File: src/rtl/aes_round_iter.sv
// aes_round_iter -- iterative AES encryption core, one round per clock.
//
// The S-box and the key schedule live outside this block: the current state
// is exported on sb_state and its byte-substituted image comes back on
// sb_result; the round key for index rk_idx comes back on rk_in in the same
// cycle. Internally the block does ShiftRows, MixColumns and AddRoundKey.
//
// Parameter:
//   NR          number of rounds (10, 12 or 14)
// Ports:
//   clk         clock, rising edge
//   rst_n       asynchronous active-low reset
//   start       begin encrypting plaintext (only looked at while idle)
//   plaintext   128-bit input block, FIPS byte k at [127-8k -: 8]
//   rk_idx      index of the round key wanted this cycle (0 while idle)
//   rk_in       round key rk_idx, combinational from the key schedule
//   sb_state    current state, sent to the external S-box stage
//   sb_result   S-box image of sb_state, combinational
//   busy        a block is in flight
//   done        one-cycle pulse when ciphertext is updated
//   ciphertext  last result, held until the next completion
//
// Build option:
//   SBOX_PIPE_EN  registers sb_result inside the block and splits every
//                 round into a SUB cycle (capture) and a MIX cycle (apply),
//                 so a block takes 2*NR+1 edges instead of NR+1.
module aes_round_iter #(
  parameter int NR = 14
) (
  input  logic         clk,
  input  logic         rst_n,
  input  logic         start,
  input  logic [127:0] plaintext,
  output logic [3:0]   rk_idx,
  input  logic [127:0] rk_in,
  output logic [127:0] sb_state,
  input  logic [127:0] sb_result,
  output logic         busy,
  output logic         done,
  output logic [127:0] ciphertext
);

  localparam logic [3:0] LP_LAST = 4'(NR);

`ifdef SBOX_PIPE_EN
  typedef enum logic [1:0] {ST_IDLE = 2'd0, ST_SUB = 2'd1, ST_MIX = 2'd2} fsm_t;
`else
  typedef enum logic [0:0] {ST_IDLE = 1'b0, ST_RUN = 1'b1} fsm_t;
`endif

  fsm_t         r_fsm;
  fsm_t         w_fsm_next;
  logic [127:0] r_state;
  logic [127:0] r_ct;
  logic [3:0]   r_round;
  logic         r_busy;
  logic         r_done;

  logic [127:0] w_sub;
  logic [127:0] w_sr;
  logic [127:0] w_mc;
  logic [127:0] w_round_out;
  logic [127:0] w_final;
  logic         w_last;
  logic         w_apply;

`ifdef SBOX_PIPE_EN
  logic [127:0] r_sb;
  assign w_sub   = r_sb;
  assign w_apply = (r_fsm == ST_MIX);
`else
  assign w_sub   = sb_result;
  assign w_apply = (r_fsm == ST_RUN);
`endif

  function automatic logic [7:0] xtime(input logic [7:0] b);
    return {b[6:0], 1'b0} ^ (b[7] ? 8'h1b : 8'h00);
  endfunction

  genvar gi;

  // ShiftRows: output s[r][c] takes input s[r][(c+r) mod 4]; byte index is 4c+r.
  generate
    for (gi = 0; gi < 16; gi++) begin : g_shift
      localparam int ROW = gi % 4;
      localparam int COL = gi / 4;
      localparam int SRC = 4 * ((COL + ROW) % 4) + ROW;
      assign w_sr[127-8*gi -: 8] = w_sub[127-8*SRC -: 8];
    end
  endgenerate

  // MixColumns: each column multiplied by the {02,03,01,01} circulant.
  generate
    for (gi = 0; gi < 4; gi++) begin : g_mix
      logic [7:0] w_a0, w_a1, w_a2, w_a3;
      logic [7:0] w_b0, w_b1, w_b2, w_b3;
      assign w_a0 = w_sr[127-32*gi -: 8];
      assign w_a1 = w_sr[119-32*gi -: 8];
      assign w_a2 = w_sr[111-32*gi -: 8];
      assign w_a3 = w_sr[103-32*gi -: 8];
      assign w_b0 = xtime(w_a0) ^ xtime(w_a1) ^ w_a1 ^ w_a2 ^ w_a3;
      assign w_b1 = w_a0 ^ xtime(w_a1) ^ xtime(w_a2) ^ w_a2 ^ w_a3;
      assign w_b2 = w_a0 ^ w_a1 ^ xtime(w_a2) ^ xtime(w_a3) ^ w_a3;
      assign w_b3 = xtime(w_a0) ^ w_a0 ^ w_a1 ^ w_a2 ^ xtime(w_a3);
      assign w_mc[127-32*gi -: 32] = {w_b0, w_b1, w_b2, w_b3};
    end
  endgenerate

  assign w_round_out = w_mc ^ rk_in;
  assign w_final     = w_sr ^ rk_in;   // last round skips MixColumns
  assign w_last      = (r_round == LP_LAST);

  // State register
  always_ff @(posedge clk or negedge rst_n) begin
    if (!rst_n) begin
      r_fsm <= ST_IDLE;
    end else begin
      r_fsm <= w_fsm_next;
    end
  end

  // Next-state logic
  always_comb begin
    w_fsm_next = r_fsm;
    case (r_fsm)
`ifdef SBOX_PIPE_EN
      ST_IDLE: if (start) w_fsm_next = ST_SUB;
      ST_SUB:  w_fsm_next = ST_MIX;
      ST_MIX:  w_fsm_next = w_last ? ST_IDLE : ST_SUB;
`else
      ST_IDLE: if (start) w_fsm_next = ST_RUN;
      ST_RUN:  w_fsm_next = w_last ? ST_IDLE : ST_RUN;
`endif
      default: w_fsm_next = ST_IDLE;
    endcase
  end

  // Output logic: key index follows the round counter outside IDLE
  always_comb begin
    rk_idx = 4'd0;
    if (r_fsm != ST_IDLE) begin
      rk_idx = r_round;
    end
  end

  // Datapath
  always_ff @(posedge clk or negedge rst_n) begin
    if (!rst_n) begin
      r_state <= '0;
      r_ct    <= '0;
      r_round <= 4'd0;
      r_busy  <= 1'b0;
      r_done  <= 1'b0;
`ifdef SBOX_PIPE_EN
      r_sb    <= '0;
`endif
    end else begin
      r_done <= 1'b0;
      if (r_fsm == ST_IDLE) begin
        if (start) begin
          r_state <= plaintext ^ rk_in;
          r_round <= 4'd1;
          r_busy  <= 1'b1;
        end
      end else if (w_apply) begin
        if (w_last) begin
          r_ct    <= w_final;
          r_done  <= 1'b1;
          r_busy  <= 1'b0;
          r_round <= 4'd0;
        end else begin
          r_state <= w_round_out;
          r_round <= r_round + 4'd1;
        end
      end
`ifdef SBOX_PIPE_EN
      if (r_fsm == ST_SUB) begin
        r_sb <= sb_result;
      end
`endif
    end
  end

  assign sb_state   = r_state;
  assign busy       = r_busy;
  assign done       = r_done;
  assign ciphertext = r_ct;

endmodule

File: config.mk
export PLATFORM = sky130hd
export DESIGN_NAME = aes_round_iter
export DESIGN_NICKNAME = d
export VERILOG_FILES = /design/src/rtl/aes_round_iter.sv
export SDC_FILE = /design/constraint.sdc
export NUM_CORES = 1
export LEC_CHECK = 0
export ABC_AREA = 1
export CORE_ASPECT_RATIO = 0.5
export CORE_UTILIZATION = 28
export CTS_CLUSTER_DIAMETER = 150
export DETAILED_ROUTE_END_ITERATION = 6
export GPL_ROUTABILITY_DRIVEN = 0
export PLACE_DENSITY_LB_ADDON = 0.1
export RECOVER_POWER = 25
export SYNTH_ARGS = -nofsm -noshare
export SYNTH_HDL_FRONTEND = slang
export SYNTH_SLANG_ARGS = --single-unit
export TNS_END_PERCENT = 20
File: constraint.sdc
create_clock -name clk -period 2 [get_ports clk]
set_clock_uncertainty 0.15 [all_clocks]
set_input_delay 0.6 -clock clk [delete_from_list [all_inputs] [get_ports clk]]
set_output_delay 0.6 -clock clk [all_outputs]
set_load 0.01 [all_outputs]
==> impl_metrics.ini <==
[outcome]
status = complete, but fails checks
violations = design-rule violations, negative setup slack

[critical_path]
cp_slowest_stage_delay_ns = 0.52
cp_slowest_cell = dfrtp_4
crit_path_end_kind = output port
cp.arrival_ns = 1.35
crit_chain = nand2_2 > inv_2 > buf_6
path_delay_family = flip-flops
crit_fanout = 5
crit_required_ns = 1.25
crit_type = register to output port
critPathBufInv = 2
critPathLaunchType = register

[placed_design]
dp_hpwl_mm = 78.72
port_buffers = 648
place_ws_ns = -0.5785
placed_area_um2 = 32500
dpl.cell_count = 5650

[global_routing]
grt_max_degree = 73
grt_overflow = 0
grt_pass1_vias = 25391
grt_usage_pct = 24.15
grt_pass1_wl_mm = 148.0
antenna_found_initial = 12

[layout]
final_cell_mix = nand2_1, nand3_1, buf_4, clkdlybuf4s50_1, dfrtp_1
final_net_count = 5066
mostFrequentLayoutCell = nand2_1
nFillCells = 8103
fin_util_pct = 42.78
area_growth_pct = 49.93
stdcell_count = 5731
drive_gt1_share_pct = 17.60
fin_area_um2 = 32460

[floorplan]
boundaryPins = 649
die_y_um = 198.6
start_util_pct = 28.54
num_rows = 71
fp.dieArea_um2 = 78500
coreArea_um2 = 75870
die_x_um = 395.2

[clocking]
root_buffer = clkbuf_16
numCtsBuffers = 29
clock_path_buffers = 3
cts_tree = done
clock_latency_ns = 0.60
cts_max_level = 1
cts_sinks = 263
clkTransAtPathRegs_ns = 0.06

[power]
clock_power_share_pct = 16.7
ir_worst_vdd_v = 0.0006918
seqPwrFrac_pct = 27.8
pwr-share-comb_pct = 55.5
internal_power_w = 0.01901
p_switching_w = 0.01570
leakage_nw = 17.53
p_per_area_nw_per_um2 = 1069
power.share.switching_pct = 45.22

[synthesis]
syn_inst = 3675
syn_nets = 4064
ys_seq_elements = 263
yosysWarnings = 0
syn_area_um2 = 21650
synth_cell_types = 26
synth_area_per_cell_um2 = 5.891
ys_seq_area_share_pct = 30.40

[sta]
max_slew_margin_pct = 39.76
fin_crit_sh_pct = 105.2
hold_violations = 0
setup_tns_ns = -0.6575
rsz0062_at_grt = yes
slew_violations = 0
fmax_mhz = 475.5
timing.final.ws_setup_ns = -0.1031
setup_viol = 27
min_period_ns = 2.103
tightest_slew_ns = 0.9036

[detailed_routing]
viasPerCell = 4.603
wirelength_mm = 97.96
ant_nets = 0
wire_per_inst_um = 17.09
vias = 26381
drc = 8
drt_iter0_drc = 1511
dr.pass1.iters = 7

[min_path]
hp-class = input port to register

[job]
drv_cap = 0
## stage by stage
stage / hold slack (ns) / power [W]
2_1_floorplan: 0.1544 / 0.01946
3_3_place_gp: 0.3018 / 0.03096
3_5_place_dp: 0.3002 / 0.03120
4_1_cts: 0.2567 / 0.03479
5_1_grt: 0.2540 / 0.03741
6_report: 0.2619 / 0.03471
## flip-flops by register name (all words and copies together), names as in the netlist
signal	cells
r_fsm	1
sb_state	128
ciphertext	128
done	1
r_round	4
busy	1
## area by class of cell
type / count / area (µm²) / share of cell area [%]
inverters: 244 / 957.2 / 2.949
well taps: 1022 / 1279 / 3.940
repair buffers: 1137 / 9354 / 28.82
multi-input cells: 3002 / 13310 / 41.01
clock buffers: 36 / 772.0 / 2.378
flip-flops and latches: 263 / 6585 / 20.29
diodes: 11 / 27.53 / 0.08480
clock inverters: 16 / 171.4 / 0.5281
## kinds of logic (layout without fill, tap and decap cells)
logic type	after synthesis	after routing	synth area share (%)
AO/OA/AOI/OAI	143	143	3.340
AND/OR/NAND/NOR	2689	2689	50.98
other	0	11	0
adder cells (fa/ha/maj)	2	2	0.1156
buffers and inverters	410	1433	8.369
XOR/XNOR	168	168	6.797
flip-flops	263	263	30.40
## final timing paths
path	start	endpoint	slack [ns]	depth (start not counted)
setup / recovery	r_fsm	rk_idx[2]	-0.10	3
hold / removal	sb_result[50]	ciphertext[82]	0.26	3
setup reg to reg	r_fsm	sb_state[86]	-0.02	9
hold reg to reg	sb_state[71]	sb_state[71]	0.32	2
max in group asynchronous	rst_n	ciphertext[112]	0.26	4
min in group asynchronous	rst_n	ciphertext[100]	0.27	2
## worst register-to-register path: cells and delay by family, from the launching register on
family | cells | cell delay, ns
and+or+nand+nor | 4 | 0.41
buffers and inverters | 5 | 0.89
DFF | 1 | 0.47
## what timing repair did
item	CTS	global route
hold endpoints to repair	173	0
setup endpoints to repair	287	159
hold buffers	1	0
setup buffers	4	11
cloned	0	2
resized for setup	1003	74
pin swaps	2	3
## power groups by stage
stage	Sequential (W)	Clock, W	Combinational (W)
finish	0.00965	0.00579	0.0193
detailed placement	0.00980	0	0.0214
global placement	0.00977	0	0.0212
global route	0.00996	0.00617	0.0213
floorplan	0.0109	0	0.00858
CTS	0.00965	0.00598	0.0192
## routing by layer
metal | share of wire, % | wire length, µm | track usage (%)
met5 | 0.032 | 31 | 0
met4 | 2.3 | 2222 | 6.072
met3 | 3.6 | 3546 | 2.752
met2 | 52 | 50530 | 45.08
met1 | 42 | 41620 | 29.42
## synth_stat cells
library cell  count  share of area, %
nand3b_1         82               2.8
buf_6            11              0.57
or2_2             8              0.23
clkinv_1          5             0.087
o21ai_2           1             0.040
nand4_1           6              0.17
o21ai_1           5              0.12
buf_2           134               3.1
nand2_2           1             0.029
buf_4             5              0.17
clkbuf_1         11              0.19
xnor2_1         149               6.0
ha_1              2              0.12
nand2_1        1964                34
clkbuf_2          3             0.069
inv_1           230               4.0
o21ai_0           6              0.14
buf_1             2             0.035
o32ai_1           1             0.040
dfrtp_1         263                30
nor2_1          151               2.6
a21oi_1         130               3.0
inv_2             9              0.16
nand3_1         476                11
nor2_2            1             0.029
xor2_1           19              0.77
No activity file was read; power rests on OpenSTA's default activity.
